[src/rtl/sdram_arbiter.sv]
// -----------------------------------------------------------------------------
// sdram_arbiter
//
// Shares one SDRAM master port among three audio clients: play (0),
// record (1) and PitchCore (2). Fixed priority play > record > pitch, with a
// starvation guard that forces pitch through after STARVE_LIMIT consecutive
// play/record grants made while pitch was waiting. One transaction is in
// flight at a time.
//
// Ports
//   i_clk, i_rst      : clock, asynchronous active-low reset
//   cl_read/cl_write  : per-client request bits (bit k = client k)
//   cl_addr           : per-client word address
//   cl_writedata      : per-client write data
//   cl_readdata       : read data broadcast, valid with cl_finished[k]
//   cl_finished       : per-client one-cycle completion pulse
//   sdram_read/write  : command to SDRAM controller wrapper
//   sdram_addr        : address to SDRAM controller
//   sdram_writedata   : write data to SDRAM controller
//   sdram_readdata    : read data from SDRAM controller
//   sdram_finished    : one-cycle pulse, write done or read data valid
//   grant             : client owning the port, 2'd3 = none
//   busy              : high whenever the arbiter is not idle
// -----------------------------------------------------------------------------
module sdram_arbiter #(
  parameter int ADDR_W       = 23,
  parameter int DATA_W       = 32,
  parameter int STARVE_LIMIT = 8
) (
  input  logic              i_clk,
  input  logic              i_rst,
  input  logic [2:0]        cl_read,
  input  logic [2:0]        cl_write,
  input  logic [ADDR_W-1:0] cl_addr      [2:0],
  input  logic [DATA_W-1:0] cl_writedata [2:0],
  output logic [DATA_W-1:0] cl_readdata,
  output logic [2:0]        cl_finished,
  output logic              sdram_read,
  output logic              sdram_write,
  output logic [ADDR_W-1:0] sdram_addr,
  output logic [DATA_W-1:0] sdram_writedata,
  input  logic [DATA_W-1:0] sdram_readdata,
  input  logic              sdram_finished,
  output logic [1:0]        grant,
  output logic              busy
);

  localparam logic [7:0] LP_LIMIT = 8'(STARVE_LIMIT);
  localparam logic [1:0] LP_NONE  = 2'd3;

  typedef enum logic [1:0] {
    S_IDLE,
    S_ISSUE,
    S_RESP
  } state_t;

  state_t              r_state;
  state_t              w_state_nxt;
  logic [1:0]          r_grant;
  logic [7:0]          r_starve_cnt;
  logic [ADDR_W-1:0]   r_addr;
  logic [DATA_W-1:0]   r_wdata;
  logic                r_is_write;
  logic [DATA_W-1:0]   r_readdata;

  logic [2:0]          w_pending;
  logic                w_any;
  logic [1:0]          w_win;

  assign w_pending = cl_read | cl_write;
  assign w_any     = |w_pending;

  // Pitch is forced through once it has been passed over STARVE_LIMIT times;
  // otherwise the lowest pending index wins.
  always_comb begin
    // NOTE: every signal written here gets a default first so no latch is inferred.
    w_win = 2'd0;
    if (w_pending[2] && (r_starve_cnt == LP_LIMIT)) w_win = 2'd2;
    else if (w_pending[0])                          w_win = 2'd0;
    else if (w_pending[1])                          w_win = 2'd1;
    else if (w_pending[2])                          w_win = 2'd2;
  end

  // State register.
  always_ff @(posedge i_clk or negedge i_rst) begin
    // NOTE: state is updated with non-blocking assignments so every register
    // samples the pre-edge values, independent of statement order.
    if (!i_rst) r_state <= S_IDLE;
    else        r_state <= w_state_nxt;
  end

  // Next-state logic. sdram_finished is only meaningful in ISSUE.
  always_comb begin
    w_state_nxt = r_state;
    unique case (r_state)
      S_IDLE:  if (w_any) w_state_nxt = S_ISSUE;
      S_ISSUE: if (sdram_finished) w_state_nxt = S_RESP;
      S_RESP:  w_state_nxt = S_IDLE;
      default: w_state_nxt = S_IDLE;
    endcase
  end

  // Grant, latched transaction copy, read data and starvation counter.
  always_ff @(posedge i_clk or negedge i_rst) begin
    if (!i_rst) begin
      r_grant      <= LP_NONE;
      r_starve_cnt <= '0;
      r_addr       <= '0;
      r_wdata      <= '0;
      r_is_write   <= 1'b0;
      r_readdata   <= '0;
    end else begin
      unique case (r_state)
        S_IDLE: begin
          if (w_any) begin
            r_grant    <= w_win;
            r_addr     <= cl_addr[w_win];
            r_wdata    <= cl_writedata[w_win];
            // read+write together is treated as a write
            r_is_write <= cl_write[w_win];
            if (w_win == 2'd2)
              r_starve_cnt <= '0;
            else if (w_pending[2])
              r_starve_cnt <= (r_starve_cnt == LP_LIMIT) ? r_starve_cnt
                                                         : r_starve_cnt + 8'd1;
            else
              r_starve_cnt <= '0;
          end
        end
        S_ISSUE: begin
          if (sdram_finished && !r_is_write) r_readdata <= sdram_readdata;
        end
        S_RESP: begin
          r_grant <= LP_NONE;
        end
        default: ;
      endcase
    end
  end

  // Commands come from the latched copy so client inputs may move mid-access.
  assign sdram_read      = (r_state == S_ISSUE) && !r_is_write;
  assign sdram_write     = (r_state == S_ISSUE) &&  r_is_write;
  assign sdram_addr      = r_addr;
  assign sdram_writedata = r_wdata;
  assign cl_readdata     = r_readdata;
  assign cl_finished     = (r_state == S_RESP) ? (3'b001 << r_grant) : 3'b000;
  assign grant           = r_grant;
  assign busy            = (r_state != S_IDLE);

endmodule
[config.mk]
export PLATFORM = sky130hd
export DESIGN_NAME = sdram_arbiter
export DESIGN_NICKNAME = d
export VERILOG_FILES = /design/src/rtl/sdram_arbiter.sv
export SDC_FILE = /design/constraint.sdc
export NUM_CORES = 1
export LEC_CHECK = 0
export CAP_MARGIN = 20
export CORE_AREA = 2 2 118 120
export DETAILED_ROUTE_END_ITERATION = 6
export DIE_AREA = 0 0 120 122
export PLACE_DENSITY = 0.82
export SYNTH_ARGS = -nofsm -noshare
export SYNTH_HDL_FRONTEND = slang
export SYNTH_SLANG_ARGS = --single-unit
[constraint.sdc]
create_clock -name i_clk -period 6.4 [get_ports i_clk]
set_input_delay 0.96 -clock i_clk [delete_from_list [all_inputs] [get_ports i_clk]]
set_output_delay 0.96 -clock i_clk [all_outputs]
set_load 0.02 [all_outputs]
Word level (Yosys, flattened, before mapping):

Cells that the tools add are included.

* flip-flop bits (word level): 100
* output and inout bits: 95
* word-level logic and storage cells: 51

* add/sub/neg operators: 1
* order comparisons: 1
* equality and inequality tests: 7
* shift-type cells: 1
* muxes and demuxes: 19
* bitwise gates (word level): 1
* reduce and logical (&&, ||, !) cells: 14

Operator list (number)
* $bmux 32 s2: 1
* $bmux 23 s2: 1
* $mux 32: 1
* $mux 8: 3
* $mux 23: 1
* $mux 2: 7
* $add 8x1->8 const B: 1
* $eq 8x4->1 const B: 1
* $pmux 2 s2: 2
* $reduce_and 2->1: 4
* $eq 2x2->1 const B: 2
* $logic_and 1x1->1: 4
* $ne 2x2->1 const B: 2
* $reduce_bool 2->1: 2
* $lt 2x3->1 const B: 1
* $mux 3: 1
* $ne 3x3->1 const B: 1
* $or 3x3->3: 1
* $reduce_and 3->1: 1
* $reduce_or 3->1: 1
* $shl 1x2->3 const A: 1
* $bmux 1 s2: 1
* $eq 2x1->1 const B: 1
* $logic_not 2->1: 1
* other kinds (2): 2

Depth between registers and ports, before layout:

* depth in word-level cells: 8
* mapped depth: 7
* gate-level depth less buffers: 6

Worst setup path before layout:

OpenSTA, ideal clock, no wires.

* kind: input-to-reg
* start: in cl_read[1]
* end: reg r_addr[10] (netlist: sdram_addr[10])
* setup time: 94 ps
* arrival: 2416 ps
* path slack: 3890 ps
* cell stages on the path: 6
* path buffers: 2
* cells stage by stage: or4_1 -> clkbuf_1 -> o21ai_2 -> nor2_2 -> buf_2 -> a221oi_2

* word-level cells in the longest chain between the ends: 6
* elaborated cells on any way between the ends: 8
* those cells by class: 5 x mux; 1 x bitwise; 2 x reduce/logical

Ends and longest elaborated chain
* start: declaration: RTL line 32 `input logic [2:0] cl_read,`
* $or 3x3->3 *: RTL line 70 `assign w_pending = cl_read | cl_write;`
* $mux 2: RTL line 80 `else if (w_pending[1]) w_win = 2'd1;`
* $mux 2: RTL line 79 `else if (w_pending[0]) w_win = 2'd0;`
* $mux 2: RTL line 78 `if (w_pending[2] && (r_starve_cnt == LP_LIMIT)) w_win = 2'd2;`
* $bmux 23 s2: RTL line 117 `r_addr <= cl_addr[w_win];`
* $mux 23 (not written as such): RTL line 117
* end signal: assignment: RTL line 117
* end: declaration: RTL line 61 `logic [ADDR_W-1:0] r_addr;`

Mark *: on every way between the ends. The rest lies on a longest branch, timed or not. The select of a mux whose other input is x is not followed.
A chain may end at the register's enable or synchronous reset.

Final worst setup path:

* start: reg r_state[0]
* end: out busy

* word-level cells in the longest chain between the ends: 1

Ends and longest elaborated chain
* start: declaration: RTL line 57 `state_t r_state;`
* start signal: assignment: RTL line 89 `else r_state <= w_state_nxt;`
* $reduce_bool 2->1: RTL line 149 `assign busy = (r_state != S_IDLE);`
* end: declaration: RTL line 45 `output logic busy`

No other way between the ends.

==> flow_summary.toml <==
[finish]
utilization_pct = 64.8
nets = 998
post_route_cells_drive_above_1_share_pct = 12.6
design_area_mm2 = 0.00875
syn2layout_area_growth_pct = 68.5
antennaDiodeCount = 0

[run_status]
status = "completed"

[flow_run]
drv_cap = 0

[power]
p_leak_nw = 3.48
p_per_area_mw_per_mm2 = 392
peakVddDrop_v = 0.000190
total_power_mw = 3.43

[sta]
rsz0062_at_grt = "false"
max_clock_freq_mhz = 307
setup_viol = 0
post-route-period-util_pct = 51.0
slew_headroom_pct = 26.0
tns_ps = 0
tightest_slew_ps = 1110
hold_viol_final = 0
hold_ws_ps = 478
fin_skew_ps = 6.37
maxSlewViolCount = 0
finalCriticalPeriod_ps = 3260

[routing]
wl_per_cell_um = 18.8
drt_iter0_markers = 348
wirelength_um = 18300
drc = 0
routed_via_density = 5.51
vias = 5373
dr.pass1.iters = 4
ant_nets = 0

[yosys]
yosys-top-cells-count = "98 x dfrtp_1, 59 x nand2_1, 37 x o21ai_0"
ys.flop_type = "dfrtp_1"
syn_avg_cell_area_um2 = 10.1
seq_area_frac_synth_pct = 48.2
ys_top_cells_by_area = "dfrtp_1 47%, mux2_2 6.7%, a221oi_2 5.8%"
syn_area_mm2 = 0.00520
ys_ff_latch = 100
synth-edff-count = 0
ys_warn_count = 0
yosysMostFrequentCell = "dfrtp_1"
syn-num-nets = 720
synth_largest_area_cell = "dfrtp_1"
synthCells = 512
yosysTopAreaCellShare_pct = 47.2
ys_async_sr_fraction_pct = 100
synth_cell_types = 48

[die]
start_util_pct = 38.5
rows = 43
die_w_um = 120
io_pins = 301
die_area_mm2 = 0.0146
die_height_um = 122
core_area_mm2 = 0.0135

[place]
postPlaceCellArea_mm2 = 0.00835
gp_congestion = 0.880
hpwlAfterDp_um = 13700
port_buffers = 300

[setup_path]
rr_startpoint = "r_starve_cnt[0]"
end_kind = "primary output"
max_stage_delay_ps = 650
path_class = "flip-flop to primary output"
critPathMaxFanout = 8
ff2ff_setup_slack_ps = 3670
slowest_stage = "clkdlybuf4s50_1"
startpoint_type = "flip-flop"
rr_endpoint = "sdram_writedata[24]"
cp-startpoint = "r_state[0]"
rr_worst_depth = 7
cp.arrival_ps = 2300
critical_path.cell_chain = "nor2_1 -> inv_1 -> clkdlybuf4s50_1"
worstPathRequired_ps = 5440

[cts]
hold_buffers = 0
htreeDepth = 3
clock-sinks = 100
clockBufferDepth = 2
cts_root_buffer = "clkbuf_16"
cts_resized = 0
cts_tree = "built"
path_clk_slew_ps = 70
cts_buffers = 9
insertion_delay_ps = 340
postCtsSetupBuffers = 0

[global_route]
grt_overflow = 0
grt_pass1_vias = 5382
antenna_found_initial = 0
grt_pass1_wl_um = 27700
track_usage_pct = 23.8
grt_max_degree = 53

[min_path]
worstHoldPathCells = 2
hp-start = "sdram_writedata[13]"
hold_path_class = "flip-flop to flip-flop"
min_to = "sdram_writedata[13]"
-- routing by layer --
layer  vias to the layer above  share of wire [%]  global-route usage (%)
met3                        40                6.9                    4.03
met2                       259                 52                    43.2
li1                       2485                  -                       -
met1                      2589                 39                    28.4
met5                         -                  0                       0
met4                         0                2.4                    8.38
-- cell usage in the layout (no fill, tap or decap), types with 2 or more instances in the layout --
cell and instances:
a211oi_1 2, a21oi_1 15, a221oi_1 25, a221oi_2 20
and2_1 2, and3_1 21, buf_4 13, bufinv_16 4
clkbuf_16 9, clkdlybuf4s50_1 299, dfrtp_1 98, dfstp_2 2
ha_1 2, inv_1 4, mux2_2 31, nand2_1 59
nand3_1 4, nand4_1 2, nor2_1 30, nor2_2 2
nor2b_1 3, nor3_1 14, nor3_2 2, nor3b_1 4
nor4b_1 2, o21ai_0 37, o22ai_1 24, o31ai_1 33
or2_2 2, or3_1 2, xor2_1 2
-- metrics by stage --
step / std cells / setup WS, ps
after floorplan: 512 / 3890
after global placement: 956 / 2980
after detailed placement: 957 / 2920
after CTS: 973 / 2670
after global routing: 975 / 3050
final: 975 / 3140
-- cells by family (layout without fill, tap and decap cells) --
| group | Yosys count | count (layout) | synth area share (%) |
|---|---|---|---|
| xor gates and xnor gates | 3 | 3 | 0.506 |
| DFF | 100 | 100 | 48.2 |
| buffers and inverters | 52 | 335 | 4.53 |
| AOI/OAI and AO/OA | 167 | 167 | 24.8 |
| adders and majority gates | 2 | 2 | 0.482 |
| and+or+nand+nor | 156 | 156 | 14.5 |
| muxes | 32 | 32 | 6.93 |
-- worst max-delay path by stage --
stage                               end  slack, ps  depth (start not counted)
floorplan                sdram_addr[10]       3890                          6
global placement    sdram_writedata[23]       2980                          6
detailed placement      r_starve_cnt[7]       2920                          6
CTS                                busy       2670                          3
global route                       busy       3050                          3
finish                             busy       3140                          3
-- power breakdown --
group	internal (mW)	switching (mW)	leakage (nW)
sequential	0.916	0.183	1.19
combinational	0.837	0.828	2.11
clock	0.433	0.234	0.183
-- cell type report --
class	instances	area (µm²)
clock buffers	10	239
clock inverters	6	134
fillers	1060	4750
inverters	4	15.0
multi-input cells	360	2490
flip-flops and latches	100	2500
well taps	180	225
repair buffers	315	3150
-- critical path: cells and delay by family, from the launching register on --
family        cells  cell delay (ps)
simple gates      1              550
buf+inv           2              970
flops             1              440
-- flip-flops by register name, summed over array words and instances, names as in the netlist --
name and count:
cl_readdata 32, r_is_write 1, grant 2, r_state 2
r_starve_cnt 8, sdram_writedata 32, sdram_addr 23
(Power assumes the default switching activity.)
